<file path="config.mk">
export PLATFORM = sky130hd
export DESIGN_NAME = step_clock_ctrl
export DESIGN_NICKNAME = d
export VERILOG_FILES = /design/src/rtl/step_clock_ctrl.sv
export SDC_FILE = /design/constraint.sdc
export NUM_CORES = 1
export LEC_CHECK = 0
export CORE_MARGIN = 1.5
export CORE_UTILIZATION = 59
export CTS_BUF_LIST = sky130_fd_sc_hd__clkbuf_2
export CTS_CLUSTER_DIAMETER = 100
export CTS_CLUSTER_SIZE = 40
export DETAILED_ROUTE_END_ITERATION = 10
export PLACE_DENSITY = 0.87
export SLEW_MARGIN = 15
export SYNTH_ARGS = -nofsm -noshare
export SYNTH_HDL_FRONTEND = slang
export SYNTH_SLANG_ARGS = --single-unit
</file>
<file path="constraint.sdc">
create_clock -name clk -period 4.4 [get_ports clk]
set_input_delay 0.66 -clock clk [delete_from_list [all_inputs] [get_ports clk]]
set_output_delay 0.66 -clock clk [all_outputs]
set_load 0.02 [all_outputs]
</file>
<file path="src/rtl/step_clock_ctrl.sv">
// Single-step clock controller: synchronizes and debounces the step button
// and mode select, then gates the core clock enable one pulse per press.
module step_clock_ctrl #(
  parameter int DEBOUNCE_CYCLES = 4,
  parameter int CNT_W           = 16
) (
  input  logic             clk,
  input  logic             rst,
  input  logic             clk_step,
  input  logic             clk_select,
  output logic             cpu_en,
  output logic             step_mode,
  output logic [CNT_W-1:0] step_count,
  output logic             busy
);

  localparam logic [7:0] DB_LIM = 8'(DEBOUNCE_CYCLES);

  typedef enum logic [2:0] {
    INIT,
    FREE,
    STEP_IDLE,
    STEP_PULSE,
    STEP_HOLD
  } state_t;

  logic             step_s1_q, step_s2_q;
  logic             sel_s1_q, sel_s2_q;
  logic [7:0]       db_cnt_q, db_cnt_d;
  logic             btn_db_q, btn_db_d;
  state_t           state_q, state_d;
  logic             cpu_en_q, busy_q;
  logic [CNT_W-1:0] step_cnt_q;

  // Two-flop synchronizers for both raw asynchronous inputs
  always_ff @(posedge clk) begin
    if (rst) begin
      step_s1_q <= 1'b0;
      step_s2_q <= 1'b0;
      sel_s1_q  <= 1'b0;
      sel_s2_q  <= 1'b0;
    end else begin
      step_s1_q <= clk_step;
      step_s2_q <= step_s1_q;
      sel_s1_q  <= clk_select;
      sel_s2_q  <= sel_s1_q;
    end
  end

  // Debounce: count consecutive disagreeing samples, flip on reaching limit
  always_comb begin
    db_cnt_d = '0;
    btn_db_d = btn_db_q;
    if (step_s2_q != btn_db_q) begin
      if (db_cnt_q + 8'd1 == DB_LIM) begin
        btn_db_d = ~btn_db_q;
      end else begin
        db_cnt_d = db_cnt_q + 8'd1;
      end
    end
  end

  // Debounce state registers
  always_ff @(posedge clk) begin
    if (rst) begin
      db_cnt_q <= '0;
      btn_db_q <= 1'b0;
    end else begin
      db_cnt_q <= db_cnt_d;
      btn_db_q <= btn_db_d;
    end
  end

  // Next-state logic; leaving step mode wins over everything past INIT
  always_comb begin
    state_d = state_q;
    case (state_q)
      INIT: begin
        if (!sel_s2_q)     state_d = FREE;
        else if (btn_db_q) state_d = STEP_HOLD;
        else               state_d = STEP_IDLE;
      end
      FREE: begin
        if (sel_s2_q)
          state_d = btn_db_q ? STEP_HOLD : STEP_IDLE;
      end
      STEP_IDLE: begin
        if (!sel_s2_q)     state_d = FREE;
        else if (btn_db_q) state_d = STEP_PULSE;
      end
      STEP_PULSE: begin
        if (!sel_s2_q) state_d = FREE;
        else           state_d = STEP_HOLD;
      end
      STEP_HOLD: begin
        if (!sel_s2_q)      state_d = FREE;
        else if (!btn_db_q) state_d = STEP_IDLE;
      end
      default: state_d = INIT;
    endcase
  end

  // State register with Moore outputs registered from the next state
  always_ff @(posedge clk) begin
    if (rst) begin
      state_q    <= INIT;
      cpu_en_q   <= 1'b0;
      busy_q     <= 1'b0;
      step_cnt_q <= '0;
    end else begin
      state_q  <= state_d;
      cpu_en_q <= (state_d == FREE) || (state_d == STEP_PULSE);
      busy_q   <= (state_d == STEP_HOLD);
      if (state_d == STEP_PULSE && state_q != STEP_PULSE)
        step_cnt_q <= step_cnt_q + CNT_W'(1);
    end
  end

  assign cpu_en     = cpu_en_q;
  assign busy       = busy_q;
  assign step_mode  = sel_s2_q;
  assign step_count = step_cnt_q;

endmodule

</file>
==> key figures <==
Floorplan
  – Total Die Area: 2740 um2
  – Core area: 2250 um2
  – Die X-Extent: 52.3 um
  – Ports: 23
  – Die height: 52.3 um
  – FP Rows: 17
  – Starting Density: 0.637

Detailed routing
  – DRC: 0
  – Via Count: 1121
  – Antenna Nets Post-Route: 0
  – DR pass1 iterations: 4
  – Via/cell ratio: 5.42
  – Drt wl/cell: 13.4 um
  – DRT Wirelength: 2780 um
  – DRT iter0 DRCs: 22

STA
  – Hold Slack: 0.458 ns
  – Final setup fails: 0
  – Clock skew: 0.00443 ns
  – Total negative slack: 0 ns
  – Fmax: 458 MHz
  – RSZ-0062 raised after global routing: false
  – Count of pins over their slew limit: 0
  – Final Cycle Share: 0.496
  – Final min period: 2.18 ns
  – Hold Fails Final Rpt: 0
  – Worst slew margin: 0.400
  – Slew @ Worst Pin: 0.898 ns

Final layout
  – Area Overhead vs Synth: 19.2%
  – Share of cells above drive strength 1: 0.0670
  – # diodes: 0
  – Filler instances: 179
  – Net count, final: 185
  – Multi-input logic area: 718 um2
  – FF/Latch Area: 681 um2

Pwr
  – Gate power share: 0.032
  – P_int: 358 uW
  – Leak pwr: 0.000621 uW
  – Max rail drop VDD: 0.000229 V
  – Switch share: 0.245
  – NetSw: 116 uW
  – PwrDens: 277 nW/um2
  – Power Total: 474 uW
  – Flop pwr share: 0.665
  – Clock Power Share: 0.303

GRT
  – Number of global-route vias before repair: 1047
  – Global-route wire length before repair: 4640 um
  – GRT Total Usage: 0.236
  – Initial antenna violation count: 0
  – Grt total ovfl: 0
  – Largest net degree at the start of global routing: 26

Clock network
  – H-tree levels: 2
  – Skew-Pair Late Insertion Delay: 0.37 ns
  – Clk sink count: 34
  – CTS Buf Count: 5
  – Clk pin slew, worst setup/hold paths: 0.17 ns
  – Cts-stage hold buffer count: 0
  – Clk root buf: clkbuf_2
  – Clk buf depth: 2
  – Post-CTS resize count: 0
  – CTS tree: yes
  – Post-CTS Setup Inserts: 0

Logic synthesis
  – Top cells by area, synth: dfxtp_1, xnor2_1, nor2_1, xor2_1, nand3_1
  – Post-synth EDFFs: 0
  – Post-synth top area cell: dfxtp_1
  – Post-synth top flop: dfxtp_1
  – Synth cell types: 33
  – Yosys reg bits: 34
  – Mapped Cells: 152
  – Yosys warnings: 0
  – Netlist Area Pre-Place: 1440 um2
  – Post-synth top area share: 0.474
  – Ys async rst share: 0
  – Syn Area/Cell: 9.45 um2
  – Register area share after synthesis: 0.474
  – Post-Syn Nets: 159

Critical path
  – Worst path cell trace: or3b_4, or4_4, nor4_4, xnor2_1, nor2_1
  – Setup crit start kind: flop
  – Crit Path Class: reg -> reg
  – Crit Path Max Fanout: 8
  – CP bufs+invs: 0
  – CP peak stage delay: 0.60 ns
  – Crit path DAT: 2.44 ns
  – WP data required: 4.65 ns
  – Crit. End Element: flop
  – Top Family by Delay on Critical Path: simple AND/OR/NAND/NOR gates
  – Slowest CP cell: or4_4

Outcome
  – Run status: complete, no violations

Hold path
  – Worst hold path class: reg -> reg

Placed design
  – Port bufs: 22
  – Hpwl dp: 2020 um
  – GP Congestion: 0.826

Job
  – Max Cap Viol: 0
cells by family after synthesis:
family                     synth area share
xor gates and xnor gates              0.128
adders and majority gates            0.0261
muxes                                0.0139
buffers and inverters                0.0261
DFF                                   0.474
AOI/OAI and AO/OA                    0.0514
and+or+nand+nor                       0.280
stage by stage:
stage	utilization	cells	area [um2]	worst slack, ns
6_report	0.759	207	1710	2.22
5_1_grt	0.759	207	1710	2.15
4_1_cts	0.759	207	1710	2.21
3_5_place_dp	0.742	199	1670	2.02
3_3_place_gp	0.742	199	1670	2.12
2_1_floorplan	-	152	1440	2.39
per-layer routing:
metal	GRT usage	vias up	share of wire
met3	0.0600	4	0.043
met5	0	-	0
met4	0.115	0	0.012
met1	0.305	530	0.48
li1	-	564	-
met2	0.365	23	0.46
cell type report:
type	instances	share of cell area
Tap cell	28	0.0205
Inverter	5	0.0110
Timing Repair Buffer	22	0.129
Multi-Input combinational cell	110	0.420
Clock buffer	6	0.0175
Clock inverter	2	0.00512
Sequential cell	34	0.398
placed cells by master (no fill, tap or decap), types with 2 or more instances in the layout:
master | synthesis | final
xnor2_1 | 13 | 13
nand4_1 | 3 | 3
a211oi_1 | 2 | 2
clkbuf_2 | 0 | 6
clkdlybuf4s50_1 | 0 | 22
inv_1 | 5 | 5
dfxtp_1 | 34 | 34
nand3b_1 | 2 | 2
nor3_1 | 3 | 3
nand3_1 | 10 | 10
mux2i_1 | 2 | 2
a21oi_1 | 3 | 3
nor2_1 | 23 | 23
nand2_1 | 7 | 7
nor2b_1 | 8 | 8
and3_1 | 4 | 4
ha_1 | 3 | 3
xor2_1 | 8 | 8
o21ai_0 | 2 | 2
nand2b_1 | 2 | 2
nor4_1 | 3 | 3
registers in the layout (all words and copies together) (netlist names):
register and flops:
state_q 3, db_cnt_q 8, cpu_en 1, busy 1, step_s2_q 1, btn_db_q 1, step_s1_q 1, step_count 16
step_mode 1, sel_s1_q 1
synth_stat cells, types with 2 or more instances:
master / n
a211oi_1: 2
a21oi_1: 3
and3_1: 4
clkbuf_1: 2
dfxtp_1: 34
ha_1: 3
inv_1: 5
mux2i_1: 2
nand2_1: 7
nand2b_1: 2
nand3_1: 10
nand3b_1: 2
nand4_1: 3
nor2_1: 23
nor2b_1: 8
nor3_1: 3
nor4_1: 3
o21ai_0: 2
xnor2_1: 13
xor2_1: 8
power by group through the flow:
| stage | sequential, uW | clock, uW | combinational, uW |
|---|---|---|---|
| final | 315 | 144 | 15.1 |
| after global routing | 316 | 159 | 16.4 |
| after CTS | 315 | 142 | 15.0 |
| after detailed placement | 321 | 0 | 14.9 |
| after global placement | 321 | 0 | 14.2 |
| after floorplan | 322 | 0 | 7.11 |
worst paths after layout:
path | start | to | slack [ns] | depth (start not counted)
setup / recovery | state_q[1]$_SDFF_PP0_ | step_count[15]$_SDFFE_PP0P_ | 2.22 | 5
hold / removal | sel_s1_q$_SDFF_PP0_ | step_mode$_SDFF_PP0_ | 0.46 | 1
setup reg to reg | state_q[1]$_SDFF_PP0_ | step_count[15]$_SDFFE_PP0P_ | 2.22 | 5
hold reg to reg | sel_s1_q$_SDFF_PP0_ | step_mode$_SDFF_PP0_ | 0.46 | 1
(Power assumes the default switching activity.)
